### src/rtl/pc_call_stack_pkg.sv
// Purpose : shared op-select encoding and request priority encoder for the PC / return stack.
// Latency : n/a (types and a pure function only).
// Backpressure: n/a.
//
// Contents:
//   op_t       - operation selected for one cycle (hold, inc, load, call, ret)
//   op_select  - maps the raw {ret, call, load, inc} requests to a single op,
//                highest priority first: ret > call > load > inc > hold
package pc_call_stack_pkg;

    typedef enum logic [2:0] {
        OP_HOLD = 3'd0,
        OP_INC  = 3'd1,
        OP_LOAD = 3'd2,
        OP_CALL = 3'd3,
        OP_RET  = 3'd4
    } op_t;

    // Exactly one op wins per cycle, so lower-priority requests that arrive in
    // the same cycle have no partial effect anywhere in the datapath.
    function automatic op_t op_select(
        input logic ret,
        input logic call,
        input logic load,
        input logic inc
    );
        op_t op;
        op = OP_HOLD;
        if (ret) begin
            op = OP_RET;
        end else if (call) begin
            op = OP_CALL;
        end else if (load) begin
            op = OP_LOAD;
        end else if (inc) begin
            op = OP_INC;
        end
        return op;
    endfunction

endpackage

### src/rtl/pc_call_stack_lifo_stack.sv
// Purpose : LIFO of return addresses indexed by its occupancy count.
// Latency : push/pop take effect on the next rising edge; top is combinational from count/storage.
// Backpressure: none; push when full and pop when empty are ignored (caller flags them).
//
// Ports:
//   clock  - rising-edge clock
//   reset  - synchronous, active-high; clears count only, storage is left as-is
//   push   - write din at entry [count], count+1
//   pop    - count-1 (top moves to the previous entry)
//   din    - value to push
//   top    - entry [count-1]; meaningless while count==0
//   count  - occupancy, 0..DEPTH
module lifo_stack #(
    parameter int WIDTH = 16,
    parameter int DEPTH = 8,
    localparam int CW   = $clog2(DEPTH + 1),
    localparam int AW   = (DEPTH > 1) ? $clog2(DEPTH) : 1
) (
    input  logic             clock,
    input  logic             reset,
    input  logic             push,
    input  logic             pop,
    input  logic [WIDTH-1:0] din,
    output logic [WIDTH-1:0] top,
    output logic [CW-1:0]    count
);

    logic [WIDTH-1:0] mem [DEPTH];
    logic             is_full;
    logic             is_empty;
    logic             do_push;
    logic             do_pop;
    logic [CW-1:0]    top_idx;
    logic [AW-1:0]    wr_addr;
    logic [AW-1:0]    rd_addr;

    assign is_full  = (count == CW'(DEPTH));
    assign is_empty = (count == '0);

    // Guard locally too, so the storage can never be corrupted by a push
    // beyond the last entry even if the caller misbehaves.
    assign do_push  = push && !pop && !is_full;
    assign do_pop   = pop && !push && !is_empty;

    assign top_idx  = count - CW'(1);
    assign wr_addr  = count[AW-1:0];
    assign rd_addr  = top_idx[AW-1:0];
    assign top      = mem[rd_addr];

    always_ff @(posedge clock) begin
        if (reset) begin
            count <= '0;
        end else if (do_push) begin
            count <= count + CW'(1);
        end else if (do_pop) begin
            count <= count - CW'(1);
        end
    end

    // Storage carries no reset: contents are don't-care until pushed.
    always_ff @(posedge clock) begin
        if (!reset && do_push) begin
            mem[wr_addr] <= din;
        end
    end

endmodule

### src/rtl/pc_call_stack.sv
// Purpose : program counter with hardware return-address stack (jump, call, return, increment).
// Latency : one cycle; out/sp/err reflect a request on the edge that samples it. No input-to-out path.
// Backpressure: none; call when full / ret when empty set the sticky err and leave state unchanged.
//
// Ports:
//   clock  - rising-edge clock
//   reset  - synchronous, active-high; out=RESET_VEC, sp=0, err=0; overrides every request
//   load   - out <= addr
//   inc    - out <= out+1 (wraps modulo 2^WIDTH)
//   call   - push out+1, out <= addr
//   ret    - out <= stack top, pop
//   addr   - jump / call target
//   out    - current PC (registered)
//   sp     - stack occupancy 0..DEPTH
//   full   - sp==DEPTH
//   empty  - sp==0
//   err    - sticky overflow/underflow flag, cleared only by reset
module pc_call_stack
    import pc_call_stack_pkg::*;
#(
    parameter int               WIDTH     = 16,
    parameter int               DEPTH     = 8,
    parameter logic [WIDTH-1:0] RESET_VEC = '0,
    localparam int              CW        = $clog2(DEPTH + 1)
) (
    input  logic             clock,
    input  logic             reset,
    input  logic             load,
    input  logic             inc,
    input  logic             call,
    input  logic             ret,
    input  logic [WIDTH-1:0] addr,
    output logic [WIDTH-1:0] out,
    output logic [CW-1:0]    sp,
    output logic             full,
    output logic             empty,
    output logic             err
);

    localparam logic [WIDTH-1:0] ONE = {{(WIDTH-1){1'b0}}, 1'b1};

    op_t              op;
    logic             push;
    logic             pop;
    logic             overflow;
    logic             underflow;
    logic [WIDTH-1:0] out_plus1;
    logic [WIDTH-1:0] stack_top;

    assign full      = (sp == CW'(DEPTH));
    assign empty     = (sp == '0);
    assign out_plus1 = out + ONE;

    // Decode the single winning op, then derive the stack strobes from it so a
    // rejected call/ret never touches the stack.
    always_comb begin
        op        = op_select(ret, call, load, inc);
        push      = 1'b0;
        pop       = 1'b0;
        overflow  = 1'b0;
        underflow = 1'b0;
        case (op)
            OP_CALL: begin
                push     = !full;
                overflow = full;
            end
            OP_RET: begin
                pop       = !empty;
                underflow = empty;
            end
            default: begin
            end
        endcase
    end

    lifo_stack #(
        .WIDTH (WIDTH),
        .DEPTH (DEPTH)
    ) u_stack (
        .clock (clock),
        .reset (reset),
        .push  (push),
        .pop   (pop),
        .din   (out_plus1),
        .top   (stack_top),
        .count (sp)
    );

    always_ff @(posedge clock) begin
        if (reset) begin
            out <= RESET_VEC;
        end else begin
            case (op)
                OP_INC:  out <= out_plus1;
                OP_LOAD: out <= addr;
                OP_CALL: if (push) out <= addr;
                OP_RET:  if (pop)  out <= stack_top;
                default: out <= out;
            endcase
        end
    end

    // Sticky: once set only reset clears it; later valid ops proceed normally.
    always_ff @(posedge clock) begin
        if (reset) begin
            err <= 1'b0;
        end else if (overflow || underflow) begin
            err <= 1'b1;
        end
    end

endmodule

### config.mk
export PLATFORM = sky130hd
export DESIGN_NAME = pc_call_stack
export DESIGN_NICKNAME = d
export VERILOG_FILES = /design/src/rtl/pc_call_stack_pkg.sv /design/src/rtl/pc_call_stack_lifo_stack.sv /design/src/rtl/pc_call_stack.sv
export SDC_FILE = /design/constraint.sdc
export NUM_CORES = 1
export LEC_CHECK = 0
export ABC_AREA = 1
export BUFFER_PORTS_ARGS = -buffer_cell sky130_fd_sc_hd__clkbuf_2
export CORE_UTILIZATION = 55
export DETAILED_ROUTE_END_ITERATION = 6
export GPL_TIMING_DRIVEN = 0
export MAX_ROUTING_LAYER = met4
export PLACE_DENSITY = 0.76
export SYNTH_ARGS = -nofsm -noshare
export SYNTH_HDL_FRONTEND = slang
export SYNTH_HIERARCHICAL = 1
export SYNTH_SLANG_ARGS = --single-unit
export TNS_END_PERCENT = 20
### constraint.sdc
create_clock -name clock -period 2.85 [get_ports clock]
set_clock_uncertainty 0.2 [all_clocks]
set_input_delay 0 -clock clock [delete_from_list [all_inputs] [get_ports clock]]
set_output_delay 0 -clock clock [all_outputs]
set_load 0.005 [all_outputs]
# Yosys cells after proc, flatten, opt, wreduce, memory -nomap -nowiden
# Memory sizes are Yosys's and may differ from the RTL's.
# Cells that the tools add are included.
[word_totals]
input_bits = 22
memories = 1
out_inout_bits = 23
ff_bits = 21
mem_bits_rw = 128
[op_classes]
n_addsub = 3
n_mux = 15
reduce_logical = 15
n_eq_ne = 7
[mem_list]
columns = ["memory", "depth", "width", "read_ports", "rd_clocked_by_memory_dff", "write_ports", "line", "text"]
rows = [
  ["u_stack.mem", 8, 16, 1, 0, 1, "pc_call_stack_lifo_stack.sv:28", "logic [WIDTH-1:0] mem [DEPTH];"],
]
[op_table]
columns = ["cell", "n"]
rows = [
  ["16-bit one-hot mux with 4 select lines", 1],
  ["16-bit two-way mux", 2],
  ["16-bit by 1-bit adder with 16-bit output (second input constant)", 1],
  ["4-bit two-way mux", 2],
  ["1-bit two-way mux", 7],
  ["3-bit by 2-bit equality test with 1-bit output (second input constant)", 2],
  ["1-bit logical AND", 5],
  ["1-bit logical NOT", 5],
  ["4-bit by 1-bit adder with 4-bit output (second input constant)", 1],
  ["4-bit equality test (second input constant)", 1],
  ["4-bit logical NOT", 1],
  ["2-bit two-way mux", 2],
  ["2-bit by 1-bit inequality test with 1-bit output (second input constant)", 2],
  ["4-bit nonzero test", 1],
  ["4-bit by 1-bit subtractor with 4-bit output (second input constant)", 1],
  ["3-bit by 1-bit equality test with 1-bit output (second input constant)", 1],
  ["3-bit equality test (second input constant)", 1],
  ["3-bit two-way mux", 1],
  ["3-bit AND reduction", 1],
  ["2-bit nonzero test", 1],
  ["1-bit logical OR", 1],
]

# Logic depth before layout (Yosys ltp)
# Gate-level depths: netlist of the first run.
[logic_depth]
depth_word = 12
depth_mapped = 17
ltp_nobuf = 14

# Cells and area by module
# Netlist of the first run, hierarchy kept.
[by_module_without_submodules]
columns = ["mod", "cells_per_inst", "area_per_inst_um2", "instances"]
rows = [
  ["lifo_stack", 457, 5380.2, 1],
  ["pc_call_stack", 262, 1462.7, 1],
]

# Least setup slack after synthesis of the first run
# Ideal clock, no wire load.
[synth_path]
path_kind = "register to register"
from = "reg u_stack.count[0]"
to = "mem u_stack.mem[1][0] (enable)"
slack_ns = -0.228
path_stages_with_launch = 8
n_path_buf = 0
period_less_slack_ns = 3.078
arrival_ns = 2.469
cell_sequence = "dfxtp_1 nor2_1 inv_1 nor3_1 nor2_1 nor2_1 nand3_1 nor3_1"
[synth_via]
elab_chain_len = 9
[synth_rtl]
columns = ["element", "line", "text"]
rows = [
  ["from (decl)", "pc_call_stack_lifo_stack.sv:25", "output logic [CW-1:0] count"],
  ["from (signal assigned)", "pc_call_stack_lifo_stack.sv:54", "count <= count + CW'(1);"],
  ["from (signal assigned)", "pc_call_stack_lifo_stack.sv:56", "count <= count - CW'(1);"],
  ["4-bit logical NOT", "pc_call_stack.sv:51", "assign empty = (sp == '0);"],
  ["via empty", "pc_call_stack.sv:36", "output logic empty,"],
  ["1-bit logical NOT", "pc_call_stack.sv:68", "pop = !empty;"],
  ["1-bit two-way mux", "pc_call_stack.sv:62", "case (op)"],
  ["via pop", "pc_call_stack.sv:44", "logic pop;"],
  ["1-bit logical NOT", "pc_call_stack_lifo_stack.sv:42", "assign do_push = push && !pop && !is_full;"],
  ["1-bit logical AND (2 in series)", "pc_call_stack_lifo_stack.sv:42", ""],
  ["1-bit logical AND", "pc_call_stack_lifo_stack.sv:62", "if (!reset && do_push) begin"],
  ["1-bit two-way mux", "pc_call_stack_lifo_stack.sv:62", ""],
  ["1-bit two-way mux (implied by the code)", "pc_call_stack_lifo_stack.sv:63", "mem[wr_addr] <= din;"],
  ["to (decl)", "pc_call_stack_lifo_stack.sv:28", ""],
]
# The timed path passes the listed nets, and every way through them passes these cells.

# Worst setup path in the final report of the first run
[layout_path]
from = "reg u_stack.count[1]"
to = "mem u_stack.mem[3][7] (enable)"
[layout_via]
elab_chain_len = 9
[layout_rtl]
columns = ["element", "line"]
rows = [
  ["4-bit logical NOT", "pc_call_stack.sv:51"],
  ["1-bit logical NOT", "pc_call_stack.sv:68"],
  ["1-bit two-way mux", "pc_call_stack.sv:62"],
  ["via pop", "pc_call_stack.sv:44"],
  ["1-bit logical NOT", "pc_call_stack_lifo_stack.sv:42"],
  ["1-bit logical AND (2 in series)", "pc_call_stack_lifo_stack.sv:42"],
  ["1-bit logical AND", "pc_call_stack_lifo_stack.sv:62"],
  ["1-bit two-way mux", "pc_call_stack_lifo_stack.sv:62"],
  ["1-bit two-way mux (implied by the code)", "pc_call_stack_lifo_stack.sv:63"],
]
# The timed path passes the listed nets, and every way through them passes these cells.

==> flow_summary_export.csv, run 1 <==
group,metric,value,unit
placement,placed_area,7350,um2
timing,tightest_slew,0.802,ns
global_routing,grt_pass1_wl,29900,um
yosys,synth_top_cell_by_area,"edfxtp_1",
floorplanning,dieArea,12900,um2
cts,cts.path.max_buffers,2,
cts,numCtsBuffers,17,
timing,fin_setup_tns,0,ns
route,antenna_left,0,
placement,dp.cells,935,
timing,whs,0.180,ns
global_routing,grt_overflow,0,
cts,cts_tree,"done",
global_routing,grt_pass1_vias,5604,
worst_setup_path,slowest_stage,"dfxtp_1",
floorplanning,start_util,0.567,
timing,slew_viol_final,0,
layout,multi_input_area,2340,um2
cts,path_clk_slew,0.06,ns
yosys,synth_area,6840,um2
yosys,syn-num-nets,744,
worst_setup_path,start_kind,"flop",
placement,portBuffers,44,
layout,nets,853,
worst_setup_path,r2r_slack,0.12,ns
yosys,synth_area_leaders,"edfxtp_1, nor2_1, nand2_1, dfxtp_1, nand3_1",
layout,final_cell_count_no_fill,1009,
cts,clk_latency,0.43,ns
run,drv_cap,0,
route,drc,0,
yosys,syn_inst,719,
yosys,yosys_warnings,6,
pwr,pwr_density_cell,981,nW/um2
worst_setup_path,crit_type,"flop to flop",
hold_path,hold_class,"input port to flop",
layout,insertedDiodeCount,0,
global_routing,grt_max_degree,17,
route,avgRoutedWirePerCell,19.4,um
timing,hold_viol_final,0,
floorplanning,core_region_area,12100,um2
timing,finalCriticalPeriod,2.73,ns
yosys,syn_avg_cell_area,9.52,um2
worst_setup_path,slowest_delay,0.40,ns
worst_setup_path,crit_required,2.78,ns
yosys,synth-seq-cells,149,
global_routing,gr-usage-all-layers,0.331,
worst_setup_path,worstPathArrival,2.67,ns
worst_setup_path,crit_path_frequent_cell,"nor2_2",
global_routing,antenna_found_initial,0,
route,drt_iter0_drc,783,
status,status,"finished, final reports clean",
yosys,synth_top_area_frac,0.562,
yosys,ys_types,33,
route,totalWireLength,19600,um
timing,timing.slew.headroom,0.463,
route,firstDrtPassIters,7,
route,dr_total_vias,5852,
layout,n_fill_cell,883,
pwr,total_power,8310,uW
worst_setup_path,worstPathCellList,"nor2_2, inv_1, nor3_1, nor2_1, nor2_2, nand3_2, nor3_4, buf_6",
placement,dp_hpwl,12800,um
worst_setup_path,critical_path.max_fanout,11,
cts,cts.sinks,149,
pwr,vdd_drop_max,0.539,mV
layout,seqCellArea,4270,um2
cts,htreeDepth,4,
layout,final_area,8470,um2
timing,setup-violations-final,0,
placement,gp_congestion,0.952,
floorplanning,num_rows,40,
yosys,seq_area_frac_synth,0.623,
layout,drive_above_1_share,0.175,
timing,max_freq,366,MHz
pwr,p_leak,0.00338,uW
worst_setup_path,crit_path_end_kind,"flop",
layout,area_growth,23.8,%
floorplanning,die_w,114,um
cts,cts_root_buf,"clkbuf_16",
route,viasPerCell,5.80,
timing,finalCritPeriodShare,0.960,
floorplanning,io_pins,45,
floorplanning,dieHeight,114,um
cells in the final DEF, fill, tap and decap left out, types with 7 or more instances in the layout:
master,synthesis,final
buf_2,11,9
dlygate4sd3_1,0,27
clkbuf_2,2,48
edfxtp_1,128,128
a21oi_1,11,11
o21ai_1,35,35
inv_1,33,33
clkbuf_1,7,7
o21ai_0,40,40
clkbuf_16,0,17
nor2_1,151,145
buf_4,7,20
o22ai_1,16,16
nand4_1,8,8
nand2_1,150,150
dfxtp_1,21,20
nand3_1,56,55
Yosys cell counts (all sizes together):
master  instances
clkbuf          9
o211ai          1
o21bai          1
xor2            3
o21ai          75
inv            37
nand3          57
xnor2           1
ha              3
nand3b          1
edfxtp        128
buf            24
a21oi          11
nor2          155
dfxtp          21
and2            3
o22ai          16
nand2         156
nor3            8
a22oi           1
nand4           8
metal layers:
metal	global-route usage	vias to the layer above	wire, um
li1	-	2674	-
met1	0.407	2741	7460
met2	0.514	370	9290
met3	0.0887	67	2100
met4	0.150	0	754
met5	-	-	0
final cells by class:
class / instances / area share
clock buffer: 18 / 0.0507
buffer: 33 / 0.0241
tap: 168 / 0.0248
multi-input combinational: 500 / 0.276
timing repair buffer: 90 / 0.0819
clock inverter: 14 / 0.0217
sequential: 149 / 0.504
inverter: 37 / 0.0164
worst max-delay path: cells and delay by family, from the launching register on:
| kind | cells | cell delay, ns |
|---|---|---|
| buffers and inverters | 2 | 0.29 |
| DFF | 1 | 0.40 |
| and+or+nand+nor | 6 | 1.55 |
final timing paths:
check | startpoint | end | cells past startpoint
worst max-delay path | u_stack/count[1] | u_stack/mem[3][7] | 8
worst min-delay path | reset | u_stack/count[0] | 3
worst max register to register | u_stack/count[1] | u_stack/mem[3][7] | 8
worst min register to register | err | err | 2
registers in the layout, summed over array words and instances, names as in the netlist:
signal / flops
err: 1
out: 16
u_stack/count: 4
u_stack/mem: 128
metrics by stage:
stage	util	setup slack (ns)
4_1_cts	0.698	0.00413
3_3_place_gp	0.603	-1.38
2_1_floorplan	-	-0.228
5_1_grt	0.702	-0.0136
3_5_place_dp	0.610	-0.715
6_report	0.702	0.115
kinds of logic (layout without fill, tap and decap cells):
family	count (synthesis)	count (layout)	synth area share
AND/OR/NAND/NOR	388	388	0.236
flip-flops	149	149	0.623
AO/OA/AOI/OAI	105	105	0.0808
buffers and inverters	70	192	0.0479
XOR/XNOR	4	4	0.00622
adder cells (fa/ha/maj)	3	3	0.00549
timing repair:
action | 4_1_cts | 5_1_grt
endpoints found under the setup margin | 134 | 75
buffers inserted | 12 | 3
resized for setup | 13 | 10
pin swaps | 8 | 1
endpoints found under the hold margin | 21 | 0
hold buffers | 27 | 0
where the power goes:
| group | internal, uW | leakage [uW] | switching [uW] |
|---|---|---|---|
| combinational | 956 | 0.00174 | 2110 |
| sequential | 2720 | 0.00134 | 201 |
| clock | 1460 | 0.000295 | 867 |
| total | 5140 | 0.00338 | 3180 |
Power figures use the tool's default switching activity.
==> inputs of run 2 (changes only) <==
ABC_AREA = 0   (was 1)
CORE_UTILIZATION = 57   (was 55)
clock period = 3.2 ns   (was 2.85 ns; I/O delays follow)
==> flow_summary_export.csv, run 2 <==
group,metric,value,unit
pwr,p_sw,1270,uW
layout,final_cell_mix,"edfxtp_1, clkbuf_2, mux4_2, nand2_1, dfxtp_1",
yosys,synth-seq-cells,149,
route,dr_total_vias,4429,
timing,tightest_slew,0.674,ns
cts,numCtsBuffers,17,
route,viasPerCell,6.48,
yosys,syn_avg_cell_area,15.5,um2
pwr,vdd_drop_max,0.432,mV
worst_setup_path,crit_path_end_kind,"flop",
worst_setup_path,worstPathArrival,3.10,ns
layout,seqCellArea,4260,um2
placement,dp_hpwl,10900,um
layout,nets,553,
floorplanning,core_region_area,11500,um2
layout,final_core_util,0.715,
layout,multi_input_area,2390,um2
global_routing,grt_overflow,0,
yosys,async_flop_share,0,
layout,insertedDiodeCount,0,
global_routing,grt_pass1_wl,25400,um
yosys,synth_area_leaders,"edfxtp_1, mux4_2, dfxtp_1, mux4_1, mux2_4",
timing,setup-violations-final,0,
yosys,synthMuxAreaShare,0.150,
pwr,clkPwrFrac,0.390,
placement,placed_area,7300,um2
placement,gp_congestion,0.912,
timing,slew_viol_final,0,
cts,cts.sinks,149,
yosys,syn-num-nets,462,
floorplanning,dieHeight,111,um
placement,portBuffers,42,
global_routing,grt_pass1_vias,4530,
floorplanning,io_pins,45,
route,antenna_left,0,
hold_path,hp-start,"ret",
route,totalWireLength,16500,um
route,drc,0,
layout,final_common_cell,"edfxtp_1",
worst_setup_path,r2r-end,"u_stack/mem[6][6]",
timing,finalCritPeriodShare,0.991,
pwr,total_power,5090,uW
yosys,synth_edf_count,128,
pwr,p_seq_frac,0.446,
yosys,seq_area_frac_synth,0.631,
timing,whs,0.0478,ns
worst_setup_path,regToRegStartpoint,"u_stack/count[2]",
pwr,combPwrFrac,0.164,
cts,path_clk_slew,0.06,ns
hold_path,hold_end,"out[1]",
cts,cts.path.max_buffers,2,
worst_setup_path,start_kind,"flop",
floorplanning,num_rows,39,
global_routing,antenna_found_initial,0,
route,firstDrtPassIters,6,
timing,hold_viol_final,0,
layout,largestRegisters,"u_stack/mem x128, out x16, u_stack/count x4",
yosys,synth_simple_gate_area_share,0.0822,
yosys,synth_flop_cell,"edfxtp_1",
yosys,synth_area,6760,um2
pwr,p_int,3820,uW
yosys,yosys_warnings,6,
pwr,p_leak,0.00285,uW
yosys,synth_compound_area_frac,0.0822,
timing,finalCriticalPeriod,3.17,ns
cts,clk_latency,0.42,ns
timing,max_freq,315,MHz
floorplanning,die_w,111,um
floorplanning,dieArea,12300,um2
yosys,synth_common_cells,"edfxtp_1, mux4_2, nand2_1",
yosys,synth_xor_area_frac,0.0205,
worst_setup_path,startpoint,"u_stack/count[2]",
cts,cts_tree,"done",
layout,n_fill_cell,712,
timing,timing.slew.headroom,0.546,
worst_setup_path,crit_required,3.13,ns
yosys,synth.most_common_cell,"edfxtp_1",
yosys,syn_inst,437,
worst_setup_path,critical_path.max_fanout,11,
run,drv_cap,0,
hold_path,hold_class,"input port to flop",
worst_setup_path,crit_type,"flop to flop",
layout,largest_reg_flops,128,
worst_setup_path,r2r_slack,0.03,ns
yosys,synth_adder_area_share,0.00555,
yosys,synth_top_family_by_area,"multiplexers",
yosys,synth_top_area_frac,0.569,
pwr,pwr_density_cell,621,nW/um2
worst_setup_path,r2r_cells,8,
layout,final_area,8200,um2
status,status,"finished, final reports clean",
timing,rsz0062_at_grt,"yes",
layout,largest_register,"u_stack/mem",
yosys,ys_types,64,
global_routing,grt_max_degree,17,
pwr,netSwitchingFraction,0.250,
route,avgRoutedWirePerCell,24.1,um
floorplanning,start_util,0.589,
layout,drive_above_1_share,0.312,
cts,htreeDepth,4,
global_routing,gr-usage-all-layers,0.292,
layout,area_growth,21.3,%
yosys,synth_top_cell_by_area,"edfxtp_1",
hold_path,holdPathStages,4,
cts,cts_root_buf,"clkbuf_16",
route,drt_iter0_drc,619,
[run 2: cell count changes after synthesis, moves of 10 or more]
cell / before / now
o21ai_0: 40 / 12
inv_1: 33 / 8
o22ai_1: 16 / 3
xnor2_1: 1 / 11
nor2_1: 151 / 22
o21ai_1: 35 / 1
nand2_1: 150 / 24
mux2_4: 0 / 11
nand3_1: 56 / 8
o32ai_1: 0 / 11
mux4_2: 0 / 25
[run 2: stage by stage]
| step | instances | TNS [ns] | setup slack, ns |
|---|---|---|---|
| after floorplan | 437 | -4.85 | -0.303 |
| after global placement | 622 | -116.77 | -1.65 |
| after detailed placement | 630 | -19.06 | -0.428 |
| after CTS | 683 | -0.291 | -0.0289 |
| after global routing | 684 | -0.498 | -0.0273 |
| final | 684 | 0 | 0.0292 |
[run 2: worst max-delay path by stage]
stage	to	slack [ns]	cells after the start
floorplan	u_stack/mem[0][0]	-0.30	7
detailed placement	out[12]	-0.43	11
global route	u_stack/mem[6][6]	-0.03	8
global placement	u_stack/mem[0][9]	-1.65	7
CTS	out[12]	-0.03	10
finish	u_stack/mem[6][6]	0.03	8
[run 2: kinds of logic (layout without fill, tap and decap cells)]
kind of cell               Yosys count  in the layout
AOI/OAI and AO/OA                   76             76
buffers and inverters               37            141
DFF                                149            149
and+or+nand+nor                    105            105
xor gates and xnor gates            15             15
adders and majority gates            3              3
muxes                               52             52
[run 2: layer usage]
layer / up-vias / routed length (um) / GRT usage / share of wire
met4: 0 / 519 / 0.127 / 0.032
met1: 2205 / 6700 / 0.372 / 0.41
met3: 45 / 1240 / 0.0640 / 0.075
met5: - / 0 / - / 0
met2: 234 / 8010 / 0.456 / 0.49
li1: 1945 / - / - / -
[run 2: area by class of cell]
cell class,count,area share
multi-input cells,251,0.292
inverters,9,0.00412
clock buffers,18,0.0524
plain buffers,28,0.0223
clock inverters,14,0.0197
repair buffers,72,0.0673
flip-flops and latches,149,0.520
well taps,143,0.0218
[run 2: timing repair]
| action | CTS | global route |
|---|---|---|
| setup buffers | 2 | 1 |
| hold buffers | 19 | 0 |
| pin swaps | 2 | 3 |
| gates resized for setup | 15 | 7 |
| hold endpoints to repair | 20 | 0 |
| endpoints found under the setup margin | 119 | 71 |
[run 2: power groups by stage]
stage               registers [uW]  clock network [uW]  logic (uW)
floorplan                     2290                   0         556
global placement              2300                   0         749
detailed placement            2300                   0         782
CTS                           2260                2010         819
global route                  2270                2080         891
finish                        2270                1990         837
[run 2: critical path, stage by stage (launching register included)]
cell and delay [ns]:
dfxtp_1 0.41, or3_1 0.42, o21ai_4 0.28, inv_2 0.15, nand2b_1 0.21, a21o_1 0.24
or3_4 0.42, nor2_4 0.31, buf_8 0.21
==> inputs of run 3 (changes only) <==
ABC_AREA = 1   (was 0)
CAP_MARGIN = 20   (was unset)
==> flow_summary_export.csv, run 3 (synthesized netlist as in run 1, its figures left out) <==
group,metric,value,unit
status,status,"finished, violations left",
status,violations,"design-rule violations, negative setup slack",
timing,timing.slew.headroom,0.518,
floorplanning,core_region_area,11600,um2
global_routing,met3_usage,0.0642,
floorplanning,dieHeight,112,um
route,avgRoutedWirePerCell,19.5,um
cts,cts_root_buf,"clkbuf_16",
worst_setup_path,crit_required,3.36,ns
global_routing,antenna_found_initial,0,
pwr,p_leak,0.00334,uW
timing,finalCritPeriodShare,1.00,
worst_setup_path,worstPathArrival,3.37,ns
pwr,vdd_drop_max,0.492,mV
layout,final_core_util,0.722,
worst_setup_path,r2r-end,"out[8]",
global_routing,grt_max_degree,17,
cts,clk_latency,0.42,ns
worst_setup_path,regToRegStartpoint,"u_stack/count[0]",
layout,largestRegisters,"u_stack/mem x128, out x16, u_stack/count x4",
hold_path,holdPathStages,3,
worst_setup_path,r2r_cells,13,
cts,cts_tree,"done",
placement,dp_slack,-0.100,ns
floorplanning,start_util,0.592,
layout,nets,847,
layout,largest_reg_flops,128,
cts,cts.path.max_buffers,2,
worst_setup_path,crit_path_end,"out[8]",
route,antenna_left,0,
worst_setup_path,crit_type,"flop to flop",
worst_setup_path,startpoint,"u_stack/count[0]",
worst_setup_path,start_kind,"flop",
cts,cts.sinks,149,
global_routing,grt_overflow,0,
layout,drive_above_1_share,0.164,
timing,tightest_slew,0.720,ns
placement,gp_congestion,0.992,
floorplanning,io_pins,45,
global_routing,grt_pass1_wl,29600,um
global_routing,gr-usage-all-layers,0.334,
timing,rsz0062_at_grt,"yes",
timing,hold_viol_final,0,
global_routing,met2_usage,0.524,
placement,portBuffers,44,
timing,slew_viol_final,0,
cts,numCtsBuffers,17,
layout,largest_register,"u_stack/mem",
run,drv_cap,0,
worst_setup_path,crit_path_end_kind,"flop",
cts,htreeDepth,4,
timing,postLayoutSetupSlackWorst,-0.00787,ns
layout,n_fill_cell,804,
route,firstDrtPassIters,7,
worst_setup_path,critical_path.max_fanout,10,
layout,final_cell_mix,"nand2_1, nor2_1, edfxtp_1, nand3_1, clkbuf_2",
route,viasPerCell,5.89,
timing,finalCriticalPeriod,3.21,ns
pwr,pwr_density_cell,885,nW/um2
cts,path_clk_slew,0.06,ns
timing,max_freq,312,MHz
route,dr_total_vias,5760,
layout,area_growth,22.0,%
floorplanning,num_rows,39,
global_routing,busiest_layer,"met2",
pwr,total_power,7390,uW
route,drt_iter0_drc,727,
global_routing,met1_usage,0.427,
global_routing,grt_pass1_vias,5452,
worst_setup_path,r2r_slack,-0.008,ns
route,drc,2,
route,totalWireLength,19100,um
placement,dp_hpwl,12900,um
layout,insertedDiodeCount,0,
layout,multi_input_area,2330,um2
layout,seqCellArea,4260,um2
timing,setup-violations-final,2,
floorplanning,dieArea,12400,um2
hold_path,hold_class,"input port to flop",
layout,final_common_cell,"nand2_1",
floorplanning,die_w,112,um
[run 3: changes by cell type in the layout (fill, tap and decap cells not counted), moves of 13 or more]
cell     previous run  this run
inv_1               8        33
mux4_2             25         0
nand2_1            24       150
nand3_1             8        55
nor2_1             16       147
o21ai_0            12        40
o21ai_1             1        35
o22ai_1             3        16
[run 3: cell type report]
class,instances,area share
inverter,37,0.0166
multi-input combinational,500,0.279
tap,143,0.0214
clock buffer,20,0.0547
buffer,33,0.0226
clock inverter,12,0.0211
timing repair buffer,84,0.0732
sequential,149,0.511
[run 3: how the worst min path moves through the flow]
| stage | from | endpoint | slack (ns) |
|---|---|---|---|
| after global routing | reset | u_stack/count[1] | 0.22 |
| after detailed placement | reset | u_stack/count[1] | 0.09 |
| after CTS | reset | u_stack/count[0] | 0.20 |
| after floorplan | reset | out[0] | -0.13 |
| after global placement | reset | out[0] | 0.08 |
| final | reset | out[0] | 0.21 |
[run 3: metal layers]
layer / vias to the layer above / share of wire
li1: 2655 / -
met1: 2688 / 0.40
met2: 367 / 0.48
met3: 50 / 0.089
met4: 0 / 0.032
met5: - / 0
[run 3: repair_timing]
action	in CTS	in global routing
pin swaps	0	3
endpoints found under the setup margin	48	125
gates resized for setup	0	11
hold buffers	27	0
endpoints found under the hold margin	20	0
setup buffers	0	7
[run 3: through the flow]
step | TNS (ns) | instances | cell area [um2] | hold WS, ns
2_1_floorplan | 0 | 719 | 6840 | -0.131
3_3_place_gp | -74.81 | 906 | 7240 | 0.0796
3_5_place_dp | -2.96 | 912 | 7330 | 0.0876
4_1_cts | -2.27 | 971 | 8240 | 0.197
5_1_grt | -0.953 | 978 | 8350 | 0.220
6_report | -0.00837 | 978 | 8350 | 0.213
[run 3: power by group]
part	total, uW	switching (uW)	internal [uW]
Clock	2120	775	1350
Sequential	2590	170	2420
Combinational	2670	1850	824
Total	7390	2790	4590
[run 3: critical path: stages (launching register included)]
cell	delay [ns]
dfxtp_1	0.59
inv_2	0.19
buf_2	0.29
ha_1	0.33
buf_4	0.15
buf_1	0.47
o21ai_0	0.21
o22ai_1	0.21
nand2_1	0.07
nand2_1	0.10
nand2_1	0.06
o21ai_0	0.13
nor2_1	0.08
nor2_1	0.08
